===== src/rtl/imu_sync_pkg.sv =====
// rtl/imu_sync_pkg.sv - shared packet type, widths and wrap-safe due test for the IMU sync path
package imu_sync_pkg;

    localparam int TS_W  = 64;
    localparam int PKT_W = 128;

    typedef struct packed {
        logic [63:0] payload;
        logic [63:0] timestamp;
    } imu_pkt_t;

    // Due when (ref_t - ts) mod 2^64 is non-negative as a signed value
    function automatic logic ts_due(input logic [TS_W-1:0] ref_t, input logic [TS_W-1:0] ts);
        logic [TS_W-1:0] diff;
        diff = ref_t - ts;
        return ~diff[TS_W-1];
    endfunction

endpackage


===== src/rtl/imu_sync_fifo.sv =====
// rtl/imu_sync_fifo.sv - show-ahead synchronous FIFO with registered full flag and entry count
module imu_sync_fifo #(
    parameter int DEPTH = 16,
    parameter int WIDTH = 128
) (
    input  logic                         clk,
    input  logic                         rst_n,
    input  logic                         push,
    input  logic [WIDTH-1:0]             wdata,
    input  logic                         pop,
    output logic [WIDTH-1:0]             head,
    output logic                         full,
    output logic                         empty,
    output logic [$clog2(DEPTH+1)-1:0]   count
);

    localparam int AW = $clog2(DEPTH);
    localparam int CW = $clog2(DEPTH+1);

    logic [WIDTH-1:0] mem [DEPTH];
    logic [AW-1:0]    wr_ptr;
    logic [AW-1:0]    rd_ptr;
    logic [CW-1:0]    count_next;
    logic             do_push;
    logic             do_pop;

    assign do_push = push && !full;
    assign do_pop  = pop && !empty;
    assign empty   = (count == '0);
    assign head    = mem[rd_ptr];

    // Next occupancy; simultaneous push and pop leaves it unchanged
    always_comb begin
        count_next = count;
        case ({do_push, do_pop})
            2'b10:   count_next = count + CW'(1);
            2'b01:   count_next = count - CW'(1);
            default: count_next = count;
        endcase
    end

    // Storage array; contents are don't-care after reset since pointers are cleared
    always_ff @(posedge clk) begin
        if (do_push) begin
            mem[wr_ptr] <= wdata;
        end
    end

    // Pointers, count and registered full flag
    always_ff @(posedge clk or negedge rst_n) begin
        if (!rst_n) begin
            wr_ptr <= '0;
            rd_ptr <= '0;
            count  <= '0;
            full   <= 1'b0;
        end else begin
            if (do_push) wr_ptr <= wr_ptr + AW'(1);
            if (do_pop)  rd_ptr <= rd_ptr + AW'(1);
            count <= count_next;
            full  <= (count_next == CW'(DEPTH));
        end
    end

endmodule


===== src/rtl/imu_time_release_buffer.sv =====
// rtl/imu_time_release_buffer.sv - releases IMU packets in order once ref_time reaches their timestamp (optional TIME_RELEASE_LATE_DROP_EN)
module imu_time_release_buffer
    import imu_sync_pkg::*;
#(
    parameter int          DEPTH    = 16,
    parameter logic [63:0] MAX_LATE = 64'd1_000_000
) (
    input  logic                        clk,
    input  logic                        rst_n,
    input  logic [127:0]                data_in,
    input  logic                        valid_in,
    output logic                        ready_in,
    input  logic [63:0]                 ref_time,
    output logic [127:0]                data_out,
    output logic                        valid_out,
    input  logic                        ready_out,
`ifdef TIME_RELEASE_LATE_DROP_EN
    output logic [15:0]                 late_drops,
`endif
    output logic [$clog2(DEPTH+1)-1:0]  fifo_count
);

    logic [PKT_W-1:0] head_data;
    imu_pkt_t         head_pkt;
    logic             full;
    logic             empty;
    logic             head_due;
    logic             reg_free;
    logic             release_head;
    logic             drop_head;
    logic             pop;
    logic             push;

    assign ready_in = !full;
    assign push     = valid_in && !full;
    assign head_pkt = imu_pkt_t'(head_data);
    assign head_due = !empty && ts_due(ref_time, head_pkt.timestamp);
    assign reg_free = !valid_out || ready_out;

`ifdef TIME_RELEASE_LATE_DROP_EN
    logic [TS_W-1:0] lateness;
    logic            head_late;

    // A due head has a non-negative diff, so an unsigned compare matches the signed one
    assign lateness     = ref_time - head_pkt.timestamp;
    assign head_late    = lateness > MAX_LATE;
    assign drop_head    = head_due && head_late;
    assign release_head = head_due && !head_late && reg_free;

    // Saturating count of discarded late packets
    always_ff @(posedge clk or negedge rst_n) begin
        if (!rst_n) begin
            late_drops <= 16'h0000;
        end else if (drop_head && late_drops != 16'hFFFF) begin
            late_drops <= late_drops + 16'h0001;
        end
    end
`else
    logic unused_max_late;

    assign unused_max_late = ^MAX_LATE;
    assign drop_head       = 1'b0;
    assign release_head    = head_due && reg_free;
`endif

    assign pop = release_head || drop_head;

    imu_sync_fifo #(
        .DEPTH (DEPTH),
        .WIDTH (PKT_W)
    ) u_fifo (
        .clk   (clk),
        .rst_n (rst_n),
        .push  (push),
        .wdata (data_in),
        .pop   (pop),
        .head  (head_data),
        .full  (full),
        .empty (empty),
        .count (fifo_count)
    );

    // Output register: load on release, clear on consume, hold while stalled
    always_ff @(posedge clk or negedge rst_n) begin
        if (!rst_n) begin
            valid_out <= 1'b0;
            data_out  <= '0;
        end else if (release_head) begin
            valid_out <= 1'b1;
            data_out  <= head_data;
        end else if (ready_out) begin
            valid_out <= 1'b0;
        end
    end

endmodule


===== config.mk =====
export PLATFORM = sky130hd
export DESIGN_NAME = imu_time_release_buffer
export DESIGN_NICKNAME = d
export VERILOG_FILES = /design/src/rtl/imu_sync_pkg.sv /design/src/rtl/imu_sync_fifo.sv /design/src/rtl/imu_time_release_buffer.sv
export SDC_FILE = /design/constraint.sdc
export NUM_CORES = 2
export LEC_CHECK = 0
export ABC_CLOCK_PERIOD_IN_PS = 6800
export CAP_MARGIN = 20
export CORE_MARGIN = 5
export CORE_UTILIZATION = 60
export CTS_CLUSTER_DIAMETER = 120
export DETAILED_ROUTE_END_ITERATION = 10
export MAX_ROUTING_LAYER = met4
export PLACE_DENSITY = 0.79
export SLEW_MARGIN = 15
export SYNTH_ARGS = -nofsm -noshare
export SYNTH_HDL_FRONTEND = slang
export SYNTH_SLANG_ARGS = --single-unit

===== constraint.sdc =====
create_clock -name clk -period 6.8 [get_ports clk]
set_input_delay 1.36 -clock clk [delete_from_list [all_inputs] [get_ports clk]]
set_output_delay 1.36 -clock clk [all_outputs]
set_load 0.01 [all_outputs]

**Yosys cells after proc, flatten, opt, wreduce, memory -nomap -nowiden**

Memory sizes are Yosys's and may differ from the RTL's.
Cells that the tools add are included.
Widths: inputs -> output; s select.

- Flip-flop bits (word level): 143
- RAM bits: 2,048
- Bits of input ports: 196
- Output and inout bits: 135
- Logic and storage cells: 32
- Memories kept: 1

- Add/subtract/negate cells: 5
- Equality and inequality tests: 3
- Mux-type cells: 5
- Bitwise operators: 1
- Reductions and logical operators: 11

Memories:

| name | depth | bits a word | rd ports | clocked after Yosys merged registers in | wr ports | RTL line | text |
|---|---|---|---|---|---|---|---|
| u_fifo.mem | 16 | 128 | 1 | 0 | 1 | imu_sync_fifo.sv:20 | `logic [WIDTH-1:0] mem [DEPTH];` |

Operator list:

| operator | number |
|---|---|
| $sub 64x64->64 | 1 |
| $pmux 5 s2 | 1 |
| $add 4x1->4 const B | 2 |
| $add 5x1->5 const B | 1 |
| $eq 5x5->1 const B | 1 |
| $logic_and 1x1->1 | 5 |
| $logic_not 5->1 | 1 |
| $sub 5x1->5 const B | 1 |
| $mux 1 | 4 |
| $logic_not 1->1 | 3 |
| $eq 2x1->1 const B | 1 |
| $eq 2x2->1 const B | 1 |
| $reduce_bool 2->1 | 1 |
| $logic_or 1x1->1 | 1 |
| $not 1->1 | 1 |

**Logic depth before layout (Yosys ltp)**

An unclocked memory read counts as a cell.

- Depth after elaboration: 9
- Gate-level depth with buffers: 29
- Mapped depth without buffers: 22

**Cells and area by module**

A second synthesis with hierarchy kept.

- Cells, all modules: 3,729
- Area total of the unflattened synthesis: 84,317.1 um^2

By module, submodules not included:

| module | times used | cells each | area each (um^2) | seq. area each (um^2) |
|---|---|---|---|---|
| imu_sync_fifo | 1 | 3,222 | 77,322.9 | 61,849.3 |
| imu_time_release_buffer | 1 | 507 | 6,994.2 | 3,228.1 |

**Worst setup path after synthesis**

OpenSTA, ideal clock, no wires.

- Path type: register to register
- From: register u_fifo.rd_ptr[0]
- To: register u_fifo.full
- Library setup time: 0.101 ns
- Arrival time: 6.006 ns
- Required time: 6.699 ns
- Slack: 0.693 ns
- Cell stages (with the launch flop): 28
- Buffers on the path: 6
- Period minus slack after synthesis: 6.107 ns
- Cell sequence: dfrtp_1 -> buf_2 -> clkbuf_1 -> clkbuf_1 -> buf_1 -> mux4_2 -> mux4_2 -> inv_1 -> ha_1 -> a21oi_1 -> o211ai_1 -> a221oi_1 -> o21ai_0 -> nor2_1 -> nand3b_2 -> mux2i_4 -> buf_6 -> buf_6 -> inv_1 -> ha_1 -> fa_1 -> a21o_1 -> a21oi_1 -> xnor2_1 -> nand2b_1 -> xnor2_1 -> nand2b_1 -> nor4_1

- Word-level cells in the longest chain between the ends: 9
- Elaborated cells on any way between the ends: 10
- Classes of those cells: 1 x add/sub; 3 x eq/ne; 1 x mux; 1 x bitwise; 3 x reduce/logical; 1 x memory

RTL lines:

| what | RTL line | text |
|---|---|---|
| start: declaration | imu_sync_fifo.sv:22 | `logic [AW-1:0] rd_ptr;` |
| start signal: assignment | imu_sync_fifo.sv:58 | `if (do_pop) rd_ptr <= rd_ptr + AW'(1);` |
| $mem_v2 16x128 (*) | n/a |  |
| $sub 64x64->64 (*) | imu_sync_pkg.sv:15 | `diff = ref_t - ts;` |
| $not 1->1 (*) | imu_sync_pkg.sv:16 | `return ~diff[TS_W-1];` |
| $logic_and 1x1->1 (*) | imu_time_release_buffer.sv:37 | `assign head_due = !empty && ts_due(ref_time, head_pkt.timestamp);` |
| $logic_and 1x1->1 (*) | imu_time_release_buffer.sv:63 | `assign release_head = head_due && reg_free;` |
| $logic_and 1x1->1 (*) | imu_sync_fifo.sv:28 | `assign do_pop = pop && !empty;` |
| via u_fifo.do_pop | imu_sync_fifo.sv:25 | `logic do_pop;` |
| $eq 2x1->1 / $eq 2x2->1 (equally long branches) | imu_sync_fifo.sv:35 | `case ({do_push, do_pop})` |
| $pmux 5 s2 (*) | imu_sync_fifo.sv:35 |  |
| via u_fifo.count_next[4] | imu_sync_fifo.sv:23 | `logic [CW-1:0] count_next;` |
| $eq 5x5->1 (*) | imu_sync_fifo.sv:60 | `full <= (count_next == CW'(DEPTH));` |
| end signal: assignment | imu_sync_fifo.sv:60 |  |
| end: declaration | imu_sync_fifo.sv:12 | `output logic full,` |

The timed path passes the listed nets; every way through them passes the cells marked *.
A chain may end at the register's enable or synchronous reset.

**Worst setup path in the final report**

- From: register u_fifo.rd_ptr[0]
- To: register data_out[66]

- Word-level cells in the longest chain between the ends: 5

RTL lines:

| what | RTL line | text |
|---|---|---|
| $mem_v2 16x128 (*) | n/a |  |
| $sub 64x64->64 | imu_sync_pkg.sv:15 |  |
| $not 1->1 | imu_sync_pkg.sv:16 |  |
| $logic_and 1x1->1 | imu_time_release_buffer.sv:37 |  |
| $logic_and 1x1->1 | imu_time_release_buffer.sv:63 |  |
| end signal: assignment | imu_time_release_buffer.sv:90 | `data_out <= head_data;` |
| end: declaration | imu_time_release_buffer.sv:14 | `output logic [127:0] data_out,` |

Mark *: on every way between the ends. The rest lies on a longest branch, timed or not.

==> metrics.yaml <==
cts:
  cts_buffer_depth: 3
  clkSinkCount: 2191
  numCtsBuffers: 207
  clockRootBuffer: "clkbuf_16"
  clkTransAtPathRegs_ns: 0.06
  clock_latency_ns: 0.85
  cts_tree: "done"
  hold_buffers: 0
  h-tree-depth: 4
layout:
  regArea_um2: 65100
  nNetsFinal: 4296
  areaGrowthSynthToFinish_pct: 15.8
  drive_gt1_share_pct: 29.0
  multiInputGateArea_um2: 18400
  fillers: 7855
  instances_no_fill: 6116
  final_core_util_pct: 69.9
logic_synthesis:
  synth_warnings: 0
  synth_ff_type: "edfxtp_1"
  synth-async-reset-ratio_pct: 6.53
  synth_fp_nets: 3799
  synthCells: 3531
  syn_area_per_cell_um2: 23.9
  synth_edf_count: 2048
  synth_area_um2: 84400
  synth_cell_types: 46
  ys_seq_elements: 2191
  ys_seq_area_share_pct: 77.1
global_route:
  grt_pass1_vias: 41700
  grt_overflow: 0
  antenna_found_initial: 31
  grt_pass1_wl_mm: 293
  track_usage_pct: 28.6
  grt_start_max_net_pins: 112
placed_design:
  port_buffers: 330
  gp_congestion: 0.788
  dp_hpwl_mm: 103
  dp.cells: 5686
sta:
  rsz0062_at_grt: "false"
  final.setup.tns_ns: 0
  fin_crit_sh_pct: 94.1
  fmax_mhz: 156
  report.final.slew_viol_count: 0
  fin_crit_ns: 6.40
  setup_violations: 0
  relSlewSlack_pct: 24.5
  skew_ns: 0.0363
  worstMarginPinSlew_ns: 1.13
  hold_viol: 0
setup_path:
  rrSetupSlack_ns: 0.40
  crit_path_end_kind: "flip-flop"
  path_max_fanout: 105
  worst-r2r-cell-count: 17
  worstSetupPathType: "reg -> reg"
  cp.required_ns: 7.51
  cp.arrival_ns: 7.11
  cp-start-kind: "flip-flop"
drt:
  ant_nets: 0
  route.detailed.drc: 0
  viasPerCell: 6.61
  drt_iter0_markers: 5092
  vias: 40400
  finalWirelength_mm: 205
  first_pass_iters: 5
  wl_per_cell_um: 33.5
outcome:
  run_status: "complete, no violations"
power_and_ir_drop:
  vdd_drop_max_mv: 1.02
  total_power_mw: 43.8
  power_density_nw_per_um2: 448
  power_leakage_nw: 32.0
hold_path:
  hold_class: "reg -> reg"
  hold_depth: 1
floorplan:
  start_util_pct: 60.4
  row_count: 137
  die_w_um: 385
  fp.dieH_um: 385
  io_pins: 331
  coreArea_um2: 140000
  dieArea_um2: 148000
run:
  cap_violations: 0
[cell usage in the layout (no fill, tap or decap), drive strengths merged, types with 30 or more instances in the layout]
| cell type | netlist | routed |
|---|---|---|
| ha | 71 | 71 |
| mux4 | 612 | 612 |
| edfxtp | 2048 | 2048 |
| dfrtp | 143 | 143 |
| buf | 88 | 125 |
| diode | 0 | 32 |
| mux2i | 30 | 30 |
| clkinv | 0 | 92 |
| clkbuf | 79 | 269 |
| inv | 71 | 78 |
| a21oi | 42 | 42 |
| mux2 | 130 | 130 |
| clkdlybuf4s50 | 0 | 329 |
[flip-flops by register name, indices dropped and copies added (netlist names)]
name / count
u_fifo.count: 5
u_fifo.rd_ptr: 4
u_fifo.mem: 2048
u_fifo.full: 1
valid_out: 1
u_fifo.wr_ptr: 4
data_out: 128
[where the power goes]
group | switching (mW) | internal (mW) | leakage (nW)
sequential | 0.842 | 16.5 | 20.2
combinational | 7.37 | 7.60 | 8.53
clock | 5.04 | 6.45 | 3.35
[cells in the mapped netlist (11+ instances only)]
master,n,area (um2)
a211oi_1,27,203
clkbuf_1,79,297
nor2b_1,24,150
dfrtp_1,143,3580
a21oi_1,42,210
nand2_1,27,101
buf_1,44,165
ha_1,71,888
edfxtp_1,2048,61500
nor2_1,18,67.6
nand3_1,19,95.1
inv_1,70,263
mux4_2,612,13800
buf_2,34,170
mux2_2,47,529
mux2i_1,29,290
xnor2_1,11,96.3
mux2_4,83,1250
o21ai_0,19,95.1
and2_1,16,100
[worst paths after layout]
path / startpoint / endpoint
max in group asynchronous: rst_n / data_out[5]$_DFFE_PN0N_
hold / removal: data_out[32]$_DFFE_PN0N_ / data_out[32]$_DFFE_PN0N_
min in group asynchronous: rst_n / data_out[104]$_DFFE_PN0N_
setup / recovery: u_fifo.rd_ptr[0]$_DFFE_PN0P_ / data_out[66]$_DFFE_PN0N_
hold reg to reg: data_out[32]$_DFFE_PN0N_ / data_out[32]$_DFFE_PN0N_
setup reg to reg: u_fifo.rd_ptr[0]$_DFFE_PN0P_ / data_out[66]$_DFFE_PN0N_
[worst max-delay path, cell delays in order, from the launching register on]
cell	delay, ns
dfrtp_4	0.57
buf_12	0.28
buf_12	0.24
mux4_2	0.54
mux4_2	0.52
inv_1	0.08
ha_1	0.23
a211oi_1	0.34
o211ai_1	0.34
a31oi_2	0.38
o21ai_0	0.12
buf_4	0.17
nand4_1	0.11
nand3b_2	0.23
mux2i_4	0.24
buf_4	0.46
buf_12	0.69
mux2_2	0.42
[per-layer routing]
| layer | GRT usage, % | share of wire (%) |
|---|---|---|
| met5 | - | 0 |
| met4 | 8.68 | 2.6 |
| met3 | 5.36 | 9.6 |
| met2 | 46.0 | 52 |
| met1 | 38.2 | 36 |
[cells by family after synthesis]
group / count (synthesis) / synth area share [%]
AO/OA/AOI/OAI: 109 / 0.801
adder cells (fa/ha/maj): 72 / 1.08
multiplexers: 772 / 18.8
buffers and inverters: 238 / 1.20
AND/OR/NAND/NOR: 136 / 0.858
XOR/XNOR: 13 / 0.144
flip-flops: 2191 / 77.1
[layout make-up]
cell class,count,share of cell area (%)
Inverter,71,0.273
Clock inverter,121,1.18
Sequential cell,2191,66.6
Clock buffer,268,5.77
Multi-Input combinational cell,1102,18.8
Tap cell,1876,2.40
Antenna cell,32,0.0820
Timing Repair Buffer,455,4.88
[through the flow]
step	setup slack, ns	hold slack (ns)	instance area, um2
detailed placement	0.178	0.490	90700
finish	0.398	0.507	97700
CTS	0.0997	0.510	97500
global placement	0.215	0.487	90700
global route	0.0594	0.531	97700
floorplan	0.693	0.493	84400
[timing repair]
item | CTS | global route
endpoints found under the setup margin | 0 | 101
buffers inserted | 0 | 9
gates resized for setup | 0 | 5
No activity file was read; power rests on OpenSTA's default activity.
